==> src/rtl/sprite_draw_engine_if.sv <==
// Command and frame-buffer write bundle between the game controller (master)
// and sprite_draw_engine (slave).
interface sprite_draw_engine_if #(
  parameter int unsigned X_W = 8,
  parameter int unsigned Y_W = 7
);
  logic           cmd_valid;
  logic           cmd_ready;
  logic [1:0]     cmd_op;
  logic [X_W-1:0] x_origin;
  logic [Y_W-1:0] y_origin;
  logic           pose;
  logic           plot;
  logic [X_W-1:0] x;
  logic [Y_W-1:0] y;
  logic [2:0]     color;
  logic           done;
  logic           busy;

  modport master (
    output cmd_valid, cmd_op, x_origin, y_origin, pose,
    input  cmd_ready, plot, x, y, color, done, busy
  );

  modport slave (
    input  cmd_valid, cmd_op, x_origin, y_origin, pose,
    output cmd_ready, plot, x, y, color, done, busy
  );
endinterface

==> src/rtl/sprite_draw_engine.sv <==
// Pixel-plotting engine for the 160x120 3-bit frame buffer: floors, sprite
// draw/erase with clipping, and clear screen, one frame-buffer write per cycle.
module sprite_draw_engine #(
  parameter int unsigned X_W         = 8,
  parameter int unsigned Y_W         = 7,
  parameter int unsigned SCREEN_W    = 160,
  parameter int unsigned SCREEN_H    = 120,
  parameter int unsigned FLOOR_COUNT = 3,
  parameter int unsigned FLOOR_Y0    = 35,
  parameter int unsigned FLOOR_PITCH = 40,
  parameter int unsigned FLOOR_THICK = 5,
  parameter int unsigned SPR_W       = 8,
  parameter int unsigned SPR_H       = 8,
  parameter logic [SPR_W*SPR_H-1:0] SPR_NORMAL = 64'h6642_3C18_3C5A_3C18,
  parameter logic [SPR_W*SPR_H-1:0] SPR_CROUCH = 64'h6642_7EFF_3C18_0000,
  parameter logic [2:0]  FG_COLOR    = 3'b111,
  parameter logic [2:0]  FLOOR_COLOR = 3'b101,
  parameter logic [2:0]  BG_COLOR    = 3'b000
) (
  input  logic              clk,
  input  logic              reset_n,
  sprite_draw_engine_if.slave bus
);

  typedef enum logic [2:0] {IDLE, FLOORS, SPRITE, CLEAR, DONE} state_t;

  localparam int unsigned IDX_W = $clog2(SPR_W*SPR_H);

  localparam logic [X_W-1:0] SCR_COL_LAST = X_W'(SCREEN_W - 1);
  localparam logic [Y_W-1:0] SCR_ROW_LAST = Y_W'(SCREEN_H - 1);
  localparam logic [X_W-1:0] SPR_COL_LAST = X_W'(SPR_W - 1);
  localparam logic [Y_W-1:0] SPR_ROW_LAST = Y_W'(SPR_H - 1);
  localparam logic [Y_W-1:0] THICK_LAST   = Y_W'(FLOOR_THICK - 1);
  localparam logic [7:0]     FLOOR_LAST   = 8'(FLOOR_COUNT - 1);
  localparam logic [15:0]    FLOOR_TOP    = 16'(FLOOR_Y0);
  localparam logic [15:0]    PITCH16      = 16'(FLOOR_PITCH);
  localparam logic [15:0]    SCR_H16      = 16'(SCREEN_H);
  localparam logic [X_W:0]   SCR_W_X      = (X_W+1)'(SCREEN_W);
  localparam logic [Y_W:0]   SCR_H_Y      = (Y_W+1)'(SCREEN_H);

  state_t         state_q, state_d;
  logic [1:0]     op_q, op_d;
  logic [X_W-1:0] xo_q, xo_d;
  logic [Y_W-1:0] yo_q, yo_d;
  logic           pose_q, pose_d;
  logic [X_W-1:0] col_q, col_d;
  logic [Y_W-1:0] row_q, row_d;
  logic [7:0]     fidx_q, fidx_d;
  logic [15:0]    fbase_q, fbase_d;

  logic           plot_q, plot_d;
  logic [X_W-1:0] x_q, px;
  logic [Y_W-1:0] y_q, py;
  logic [2:0]     color_q, pc;

  logic [X_W:0]             xs;
  logic [Y_W:0]             ys;
  logic [15:0]              fy;
  logic [SPR_W*SPR_H-1:0]   bitmap;
  logic [IDX_W-1:0]         idx;

  always_ff @(posedge clk or negedge reset_n) begin
    if (!reset_n) begin
      state_q <= IDLE;
      op_q    <= '0;
      xo_q    <= '0;
      yo_q    <= '0;
      pose_q  <= 1'b0;
      col_q   <= '0;
      row_q   <= '0;
      fidx_q  <= '0;
      fbase_q <= '0;
    end else begin
      state_q <= state_d;
      op_q    <= op_d;
      xo_q    <= xo_d;
      yo_q    <= yo_d;
      pose_q  <= pose_d;
      col_q   <= col_d;
      row_q   <= row_d;
      fidx_q  <= fidx_d;
      fbase_q <= fbase_d;
    end
  end

  always_comb begin : next_state
    state_d = state_q;
    op_d    = op_q;
    xo_d    = xo_q;
    yo_d    = yo_q;
    pose_d  = pose_q;
    col_d   = col_q;
    row_d   = row_q;
    fidx_d  = fidx_q;
    fbase_d = fbase_q;
    unique case (state_q)
      IDLE: begin
        if (bus.cmd_valid) begin
          op_d    = bus.cmd_op;
          xo_d    = bus.x_origin;
          yo_d    = bus.y_origin;
          pose_d  = bus.pose;
          col_d   = '0;
          row_d   = '0;
          fidx_d  = '0;
          fbase_d = FLOOR_TOP;
          unique case (bus.cmd_op)
            2'b00:   state_d = FLOORS;
            2'b11:   state_d = CLEAR;
            default: state_d = SPRITE;
          endcase
        end
      end
      FLOORS: begin
        if (col_q == SCR_COL_LAST) begin
          col_d = '0;
          if (row_q == THICK_LAST) begin
            row_d = '0;
            if (fidx_q == FLOOR_LAST) begin
              state_d = DONE;
            end else begin
              fidx_d  = fidx_q + 8'd1;
              fbase_d = fbase_q + PITCH16;
            end
          end else begin
            row_d = row_q + Y_W'(1);
          end
        end else begin
          col_d = col_q + X_W'(1);
        end
      end
      SPRITE: begin
        if (col_q == SPR_COL_LAST) begin
          col_d = '0;
          if (row_q == SPR_ROW_LAST) state_d = DONE;
          else                       row_d   = row_q + Y_W'(1);
        end else begin
          col_d = col_q + X_W'(1);
        end
      end
      CLEAR: begin
        if (col_q == SCR_COL_LAST) begin
          col_d = '0;
          if (row_q == SCR_ROW_LAST) state_d = DONE;
          else                       row_d   = row_q + Y_W'(1);
        end else begin
          col_d = col_q + X_W'(1);
        end
      end
      DONE: state_d = IDLE;
    endcase
  end

  // Pixel is derived from the next scan position so the registered write
  // lands on the cycle right after acceptance.
  always_comb begin : pixel
    xs     = {1'b0, xo_d} + {1'b0, col_d};
    ys     = {1'b0, yo_d} + {1'b0, row_d};
    fy     = fbase_d + 16'(row_d);
    bitmap = pose_d ? SPR_NORMAL : SPR_CROUCH;
    idx    = IDX_W'(row_d) * IDX_W'(SPR_W) + IDX_W'(col_d);
    plot_d = 1'b0;
    px     = col_d;
    py     = row_d;
    pc     = BG_COLOR;
    unique case (state_d)
      FLOORS: begin
        plot_d = (fy < SCR_H16);
        py     = fy[Y_W-1:0];
        pc     = FLOOR_COLOR;
      end
      SPRITE: begin
        plot_d = bitmap[idx] && (xs < SCR_W_X) && (ys < SCR_H_Y);
        px     = xs[X_W-1:0];
        py     = ys[Y_W-1:0];
        pc     = (op_d == 2'b10) ? BG_COLOR : FG_COLOR;
      end
      CLEAR:      plot_d = 1'b1;
      IDLE, DONE: plot_d = 1'b0;
    endcase
  end

  always_ff @(posedge clk or negedge reset_n) begin
    if (!reset_n) begin
      plot_q  <= 1'b0;
      x_q     <= '0;
      y_q     <= '0;
      color_q <= '0;
    end else begin
      plot_q <= plot_d;
      if (plot_d) begin
        x_q     <= px;
        y_q     <= py;
        color_q <= pc;
      end
    end
  end

  assign bus.cmd_ready = (state_q == IDLE);
  assign bus.busy      = (state_q != IDLE);
  assign bus.done      = (state_q == DONE);
  assign bus.plot      = plot_q;
  assign bus.x         = x_q;
  assign bus.y         = y_q;
  assign bus.color     = color_q;

endmodule

==> src/flat_wrapper.sv <==
// flat-port wrapper written by rule: the top's interface ports become plain ports
module sprite_draw_engine_flat 
#(
  parameter int unsigned X_W         = 8,
  parameter int unsigned Y_W         = 7,
  parameter int unsigned SCREEN_W    = 160,
  parameter int unsigned SCREEN_H    = 120,
  parameter int unsigned FLOOR_COUNT = 3,
  parameter int unsigned FLOOR_Y0    = 35,
  parameter int unsigned FLOOR_PITCH = 40,
  parameter int unsigned FLOOR_THICK = 5,
  parameter int unsigned SPR_W       = 8,
  parameter int unsigned SPR_H       = 8,
  parameter logic [SPR_W*SPR_H-1:0] SPR_NORMAL = 64'h6642_3C18_3C5A_3C18,
  parameter logic [SPR_W*SPR_H-1:0] SPR_CROUCH = 64'h6642_7EFF_3C18_0000,
  parameter logic [2:0]  FG_COLOR    = 3'b111,
  parameter logic [2:0]  FLOOR_COLOR = 3'b101,
  parameter logic [2:0]  BG_COLOR    = 3'b000
)
  (clk, reset_n, bus_cmd_valid, bus_cmd_op, bus_x_origin, bus_y_origin, bus_pose, bus_cmd_ready, bus_plot, bus_x, bus_y, bus_color, bus_done, bus_busy);
  sprite_draw_engine_if #(.X_W(X_W), .Y_W(Y_W)) bus_i ();
  input  logic clk;
  input  logic reset_n;
  input wire logic [$bits(bus_i.cmd_valid)-1:0] bus_cmd_valid;
  input wire logic [$bits(bus_i.cmd_op)-1:0] bus_cmd_op;
  input wire logic [$bits(bus_i.x_origin)-1:0] bus_x_origin;
  input wire logic [$bits(bus_i.y_origin)-1:0] bus_y_origin;
  input wire logic [$bits(bus_i.pose)-1:0] bus_pose;
  output wire logic [$bits(bus_i.cmd_ready)-1:0] bus_cmd_ready;
  output wire logic [$bits(bus_i.plot)-1:0] bus_plot;
  output wire logic [$bits(bus_i.x)-1:0] bus_x;
  output wire logic [$bits(bus_i.y)-1:0] bus_y;
  output wire logic [$bits(bus_i.color)-1:0] bus_color;
  output wire logic [$bits(bus_i.done)-1:0] bus_done;
  output wire logic [$bits(bus_i.busy)-1:0] bus_busy;
  assign bus_i.cmd_valid = bus_cmd_valid;
  assign bus_i.cmd_op = bus_cmd_op;
  assign bus_i.x_origin = bus_x_origin;
  assign bus_i.y_origin = bus_y_origin;
  assign bus_i.pose = bus_pose;
  assign bus_cmd_ready = bus_i.cmd_ready;
  assign bus_plot = bus_i.plot;
  assign bus_x = bus_i.x;
  assign bus_y = bus_i.y;
  assign bus_color = bus_i.color;
  assign bus_done = bus_i.done;
  assign bus_busy = bus_i.busy;
  sprite_draw_engine #(.X_W(X_W), .Y_W(Y_W), .SCREEN_W(SCREEN_W), .SCREEN_H(SCREEN_H), .FLOOR_COUNT(FLOOR_COUNT), .FLOOR_Y0(FLOOR_Y0), .FLOOR_PITCH(FLOOR_PITCH), .FLOOR_THICK(FLOOR_THICK), .SPR_W(SPR_W), .SPR_H(SPR_H), .SPR_NORMAL(SPR_NORMAL), .SPR_CROUCH(SPR_CROUCH), .FG_COLOR(FG_COLOR), .FLOOR_COLOR(FLOOR_COLOR), .BG_COLOR(BG_COLOR)) u_core (.clk(clk), .reset_n(reset_n), .bus(bus_i));
endmodule
==> config.mk <==
export PLATFORM = sky130hd
export DESIGN_NAME = sprite_draw_engine_flat
export DESIGN_NICKNAME = d
export VERILOG_FILES = /design/src/rtl/sprite_draw_engine_if.sv /design/src/rtl/sprite_draw_engine.sv /design/src/flat_wrapper.sv
export SDC_FILE = /design/constraint.sdc
export NUM_CORES = 1
export LEC_CHECK = 0
export ABC_AREA = 1
export CORE_UTILIZATION = 30
export CTS_CLUSTER_SIZE = 14
export DETAILED_ROUTE_END_ITERATION = 7
export SYNTH_ARGS = -nofsm -noshare
export SYNTH_HDL_FRONTEND = slang
export SYNTH_SLANG_ARGS = --single-unit
==> constraint.sdc <==
create_clock -name clk -period 5.7 [get_ports clk]
set_input_delay 1.71 -clock clk [delete_from_list [all_inputs] [get_ports clk]]
set_output_delay 1.71 -clock clk [all_outputs]
set_load 0.1 [all_outputs]
# Yosys cells after proc, flatten, opt, wreduce, memory -nomap -nowiden
# Index checks and enable logic that the tools add are counted.
[word_totals] ff_bits=79 elab_cells=103
[classes] addsub=8 order_cmp=4 eq_ne=20 muxes=48 n_reduce_logical=10
[op_table] cell="8-bit 2-to-1 mux" count=10
[op_table] cell="16-bit 2-to-1 mux" count=4
[op_table] cell="7-bit 2-to-1 mux" count=9
[op_table] cell="47-bit 2-to-1 mux" count=1
[op_table] cell="16-bit case mux with 2 select lines" count=1
[op_table] cell="7-bit case mux with 4 select lines" count=1
[op_table] cell="3-bit 2-to-1 mux" count=9
[op_table] cell="8-bit case mux with 3 select lines" count=1
[op_table] cell="16-bit by 6-bit adder with 16-bit output (second input constant)" count=1
[op_table] cell="16-bit by 7-bit adder with 16-bit output" count=1
[op_table] cell="8-bit by 1-bit adder with 8-bit output (second input constant)" count=2
[op_table] cell="16-bit by 7-bit less-than comparator with 1-bit output (second input constant)" count=1
[op_table] cell="8-bit case mux with 2 select lines" count=1
[op_table] cell="3-bit case mux with 5 select lines" count=1
[op_table] cell="7-bit by 3-bit equality test with 1-bit output (second input constant)" count=2
[op_table] cell="7-bit case mux with 2 select lines" count=1
[op_table] cell="3-bit by 2-bit equality test with 1-bit output (second input constant)" count=4
[op_table] cell="8-bit by 8-bit adder with 9-bit output" count=1
[op_table] cell="9-bit by 8-bit less-than comparator with 1-bit output (second input constant)" count=1
[op_table] cell="7-bit by 7-bit adder with 8-bit output" count=1
[op_table] cell="8-bit by 2-bit equality test with 1-bit output (second input constant)" count=1
[op_table] cell="8-bit by 3-bit equality test with 1-bit output (second input constant)" count=1
[op_table] cell="8-bit equality test (second input constant)" count=1
[op_table] cell="8-bit by 7-bit less-than comparator with 1-bit output (second input constant)" count=1
[op_table] cell="other kinds (22)" count=33

# Logic depth before layout (Yosys ltp)
[logic_depth] word_depth=10 mapped_depth=31

# Least setup slack after synthesis
# OpenSTA, ideal clock, no wires.
[synth_timing] path_kind="input port to flip-flop" startpoint="in bus_cmd_valid" endpoint="reg u_core.color_q[0] (netlist: u_core.bus.color[0])" t_arrival_ps=4508 required_time_ps=5579 path_slack_ps=1071 path_stages=22 path_buffers=3 cell_sequence="inv_1 -> nor2_1 -> clkbuf_1 -> clkbuf_1 -> nand2_1 -> nand2_1 -> ha_1 -> fa_1 -> a21oi_1 -> o21ai_0 -> a21o_1 -> a21oi_1 -> xnor2_1 -> nand2_1 -> nand3_1 -> a21oi_1 -> nand3_1 -> nand2_1 -> nand2_4 -> buf_4 -> nand3_1 -> nand2_1"
[synth_between] elab_cells_between_ends=38 classes_between="add/sub: 4; order compare: 3; eq/ne: 5; mux: 22; reduce/logical: 4"
[synth_lines] element="from (decl)" line_no="flat_wrapper.sv:24" source="input wire logic [$bits(bus_i.cmd_valid)-1:0] bus_cmd_valid;"
[synth_lines] element="7-bit 2-to-1 mux" line_no="sprite_draw_engine.sv:98" source="if (bus.cmd_valid) begin"
[synth_lines] element="7-bit 2-to-1 mux" line_no="sprite_draw_engine.sv:96" source="unique case (state_q)"
[synth_lines] element="named net u_core.yo_d[0]" line_no="sprite_draw_engine.sv:44" source="logic [Y_W-1:0] yo_q, yo_d;"
[synth_lines] element="7-bit by 7-bit adder with 8-bit output" line_no="sprite_draw_engine.sv:158" source="ys = {1'b0, yo_d} + {1'b0, row_d};"
[synth_lines] element="8-bit by 7-bit less-than comparator with 1-bit output" line_no="sprite_draw_engine.sv:173" source="plot_d = bitmap[idx] && (xs < SCR_W_X) && (ys < SCR_H_Y);"
[synth_lines] element="1-bit logical AND" line_no="sprite_draw_engine.sv:173"
[synth_lines] element="1-bit case mux with 4 select lines" line_no="sprite_draw_engine.sv:166" source="unique case (state_d)"
[synth_lines] element="to (signal assigned)" line_no="sprite_draw_engine.sv:194" source="color_q <= pc;"
[synth_lines] element="to (decl)" line_no="sprite_draw_engine.sv:54" source="logic [2:0] color_q, pc;"
# The timed path passes the listed nets, and every way through them passes these cells. The select of a mux whose other input is x is not followed.
# A chain may end at the register's enable or synchronous reset.

# Worst setup path in the final report
[layout_timing] startpoint="in bus_cmd_valid" endpoint="reg u_core.x_q[1] (netlist: u_core.bus.x[1])"
[layout_between] elab_chain_cells=8 elab_cells_between_ends=34 classes_between="add/sub: 4; order compare: 3; eq/ne: 4; mux: 19; reduce/logical: 4"
[layout_rtl] element="7-bit 2-to-1 mux *" line_no="sprite_draw_engine.sv:98"
[layout_rtl] element="7-bit case mux with 4 select lines *" line_no="sprite_draw_engine.sv:96"
[layout_rtl] element="named net u_core.row_d[0]" line_no="sprite_draw_engine.sv:47" source="logic [Y_W-1:0] row_q, row_d;"
[layout_rtl] element="parallel branches: the longest is 5 deep, another holds 16-bit by 7-bit adder with 16-bit output"
[layout_rtl] element="1-bit case mux with 4 select lines *" line_no="sprite_draw_engine.sv:166"
[layout_rtl] element="to (signal assigned)" line_no="sprite_draw_engine.sv:192" source="x_q <= px;"
[layout_rtl] element="to (decl)" line_no="sprite_draw_engine.sv:52" source="logic [X_W-1:0] x_q, px;"
# Mark *: on every way through the listed nets, which the timed path passes. The select of a mux whose other input is x is not followed.

==> flow_summary.ini <==
[routing]
routed.top_layer = met4
wl_met3_um = 662
wire_per_inst_um = 13.4
num_vias = 5329
vias_per_cell = 4.70
drt_first_pass_iters = 7
dr_wl_met2_um = 6790
drt-met1-wl_um = 7570
wl_um = 15200
antenna_left = 0
drt_first_iter_violations = 336
drc = 0

[yosys]
synth_warnings = 0
synth_area_leaders = dfrtp_1 (34%), nand2_1 (17%), ha_1 (6.7%)
syn-cell-area_um2 = 5820
syn_inst = 820
seq_area_frac_synth_pct = 33.5
syn-num-nets = 876
yosysUniqueCellTypes = 46
syn_avg_cell_area_um2 = 7.10
synth.top_cell.area_share_pct = 33.5
synth_seq_cells = 78
synth_largest_area_cell = dfrtp_1

[power]
finalPower_mw = 3.52
ir_worst_vdd_mv = 0.556
p_leak_nw = 3.41
power.density_nw_per_um2 = 515

[floorplan]
initial_core_util_pct = 30.9
core_um2 = 18800
rows = 50
fp.dieH_um = 141
dieArea_um2 = 20000
fp.dieW_um = 141
num_io_pins = 43

[run]
max_cap_viol_count = 0

[critical_path]
cp-end-kind = register
cp_top_family = simple AND/OR/NAND/NOR gates
crit_chain = clkdlybuf4s50_1 > nor2_4 > nor2_4 > inv_2 > a21oi_1 > o221ai_1 > nand2_1 > nand2_1 > ha_1 > fa_1 > a21oi_1 > o21ai_0 > a21o_1 > a21oi_1 > xnor2_1 > nand2_1 > nand3_1 > a21oi_1 > nand3_1 > nand2_1 > nand2_4 > nand2_8 > nand2_1 > nand2_1
max_stage_delay_ps = 570
cp.arrival_ps = 5520
cp.required_ps = 5950
cp_max_fo = 18
cp_slowest_cell = clkdlybuf4s50_1
path_buf_inv = 2
crit_top_cell = nand2_1
crit_type = input pin to register
start_kind = input pin

[timing]
drv_slew = 0
timing.fmax_mhz = 190
fin_tns_setup_ps = 0
final.min_clock_period_ps = 5270
min_period_over_period_pct = 92.5
setup_viol = 0
finalHoldViolCount = 0
worstMarginPinSlew_ps = 1040
slew-limit-headroom_pct = 30.4
rsz0062_at_grt = no
skew_ps = 9.57

[place]
placed_cell_area_um2 = 6560
place.port_buffers = 42
gp_congestion = 0.863
dp_hpwl_um = 11500

[min_path]
min_path_type = register to register

[cts]
cts_sinks = 78
postCtsSetupRepairBufs = 0
ctsResizeCount = 0
path_clk_slew_ps = 70
cts_root_buf = clkbuf_16
numCtsBuffers = 9
cts_buffer_depth = 2
insertion_delay_ps = 350
cts_tree = built
htree_levels = 3
cts_hold_buf = 0

[global_routing]
grt_pass1_wl_um = 25800
grt_max_degree = 79
track_usage_pct = 16.4
antenna_found_initial = 0
grt_pass1_vias = 5141
grt-ovfl-total = 0

[final_layout]
drive_gt1_share_pct = 9.83
syn_to_final_growth_pct = 17.7
antennaDiodeCount = 0
final_nets = 926
post-route-cell-area_um2 = 6850

[run_status]
status = finished, final reports clean
==> cells in the final DEF (no fill, tap or decap), drive strengths merged, types with 7 or more instances in the layout <==
master,synthesis,layout
clkbuf,5,11
xor2,13,13
clkdlybuf4s50,0,41
nor3,16,16
buf,8,11
inv,106,107
nand2,286,286
a21oi,34,34
xnor2,8,8
nor2,65,65
o211ai,9,9
nand3,72,72
ha,31,31
nand4,10,10
or2,7,7
o21ai,45,45
dfrtp,78,78
==> path summary, 6_finish.rpt <==
check | to | start | slack [ps] | cells past startpoint
min in group asynchronous | u_core.fidx_q[3]$_DFFE_PN0P_ | reset_n | 1510 | 1
max in group asynchronous | u_core.op_q[0]$_DFF_PN0_ | reset_n | 3470 | 1
min | u_core.fbase_q[0]$_DFF_PN0_ | u_core.fbase_q[0]$_DFF_PN0_ | 450 | 1
max reg2reg | u_core.bus.x[1]$_DFFE_PN0P_ | u_core.state_q[2]$_DFF_PN0_ | 1190 | 23
min reg2reg | u_core.fbase_q[0]$_DFF_PN0_ | u_core.fbase_q[0]$_DFF_PN0_ | 450 | 1
max | u_core.bus.x[1]$_DFFE_PN0P_ | bus_cmd_valid | 430 | 24
==> final cells by class <==
cell class / count / area, µm²
clock inverters: 5 / 42.5
flip-flops and latches: 78 / 1950
well taps: 260 / 325
fillers: 1927 / 12000
clock buffers: 11 / 243
inverters: 106 / 398
multi-input cells: 623 / 3390
repair buffers: 52 / 493
==> worst register-to-register path: cells and delay by family (launching register included) <==
| family | cells | cell delay, ps |
|---|---|---|
| adder cells (fa/ha/maj) | 2 | 690 |
| flip-flops | 1 | 590 |
| XOR/XNOR | 1 | 150 |
| AO/OA/AOI/OAI | 7 | 1140 |
| buffers and inverters | 1 | 310 |
| AND/OR/NAND/NOR | 12 | 1550 |
==> state kept, by name, indices dropped and copies added (netlist names) <==
| register | cells |
|---|---|
| u_core.fbase_q | 16 |
| u_core.bus.x | 8 |
| u_core.col_q | 8 |
| u_core.fidx_q | 8 |
| u_core.xo_q | 8 |
| u_core.bus.y | 7 |
| u_core.row_q | 7 |
| u_core.yo_q | 7 |
| u_core.state_q | 3 |
| u_core.bus.color | 2 |
| u_core.op_q | 2 |
| u_core.bus.plot | 1 |
| u_core.pose_q | 1 |
==> cells by family after synthesis <==
family,after synthesis,synth area share [%]
buffers and inverters,119,8.19
adders and majority gates,35,8.04
DFF,78,33.5
and+or+nand+nor,460,36.3
AOI/OAI and AO/OA,107,10.8
xor gates and xnor gates,21,3.16
==> Yosys cell counts, drive strengths merged <==
cell,count
buf,8
a21o,2
a211oi,2
nor2,65
xor2,13
nor3b,2
o211ai,9
a211o,2
nor4,1
or2,7
nand2,286
nand3,72
nand4,10
o2111ai,2
o221ai,4
o31ai,1
a21oi,34
o22ai,1
inv,106
a32o,1
clkbuf,5
dfrtp,78
a22oi,1
o21ai,45
ha,31
nor3,16
o21bai,3
fa,4
or3,1
xnor2,8
==> per-stage QoR <==
step	hold WS (ps)	worst slack (ps)	util [%]	std cells
after floorplan	428	1070	-	820
after global placement	444	197	34.8	1119
after detailed placement	439	80.5	34.8	1119
after CTS	455	448	36.4	1135
after global routing	474	27.1	36.4	1135
final	455	426	36.4	1135
==> power by group <==
| part | switching [mW] | leakage (nW) | internal [mW] | total, mW |
|---|---|---|---|---|
| Sequential | 0.0910 | 1.02 | 0.698 | 0.789 |
| Clock | 0.253 | 0.136 | 0.311 | 0.564 |
| Combinational | 1.55 | 2.26 | 0.618 | 2.17 |
==> layer usage <==
layer | GRT usage, % | up-vias
met2 | 26.3 | 117
met4 | 4.23 | 0
met1 | 22.8 | 2444
met3 | 2.60 | 10
li1 | - | 2758
met5 | 0 | -
No activity file was read; power rests on OpenSTA's default activity.
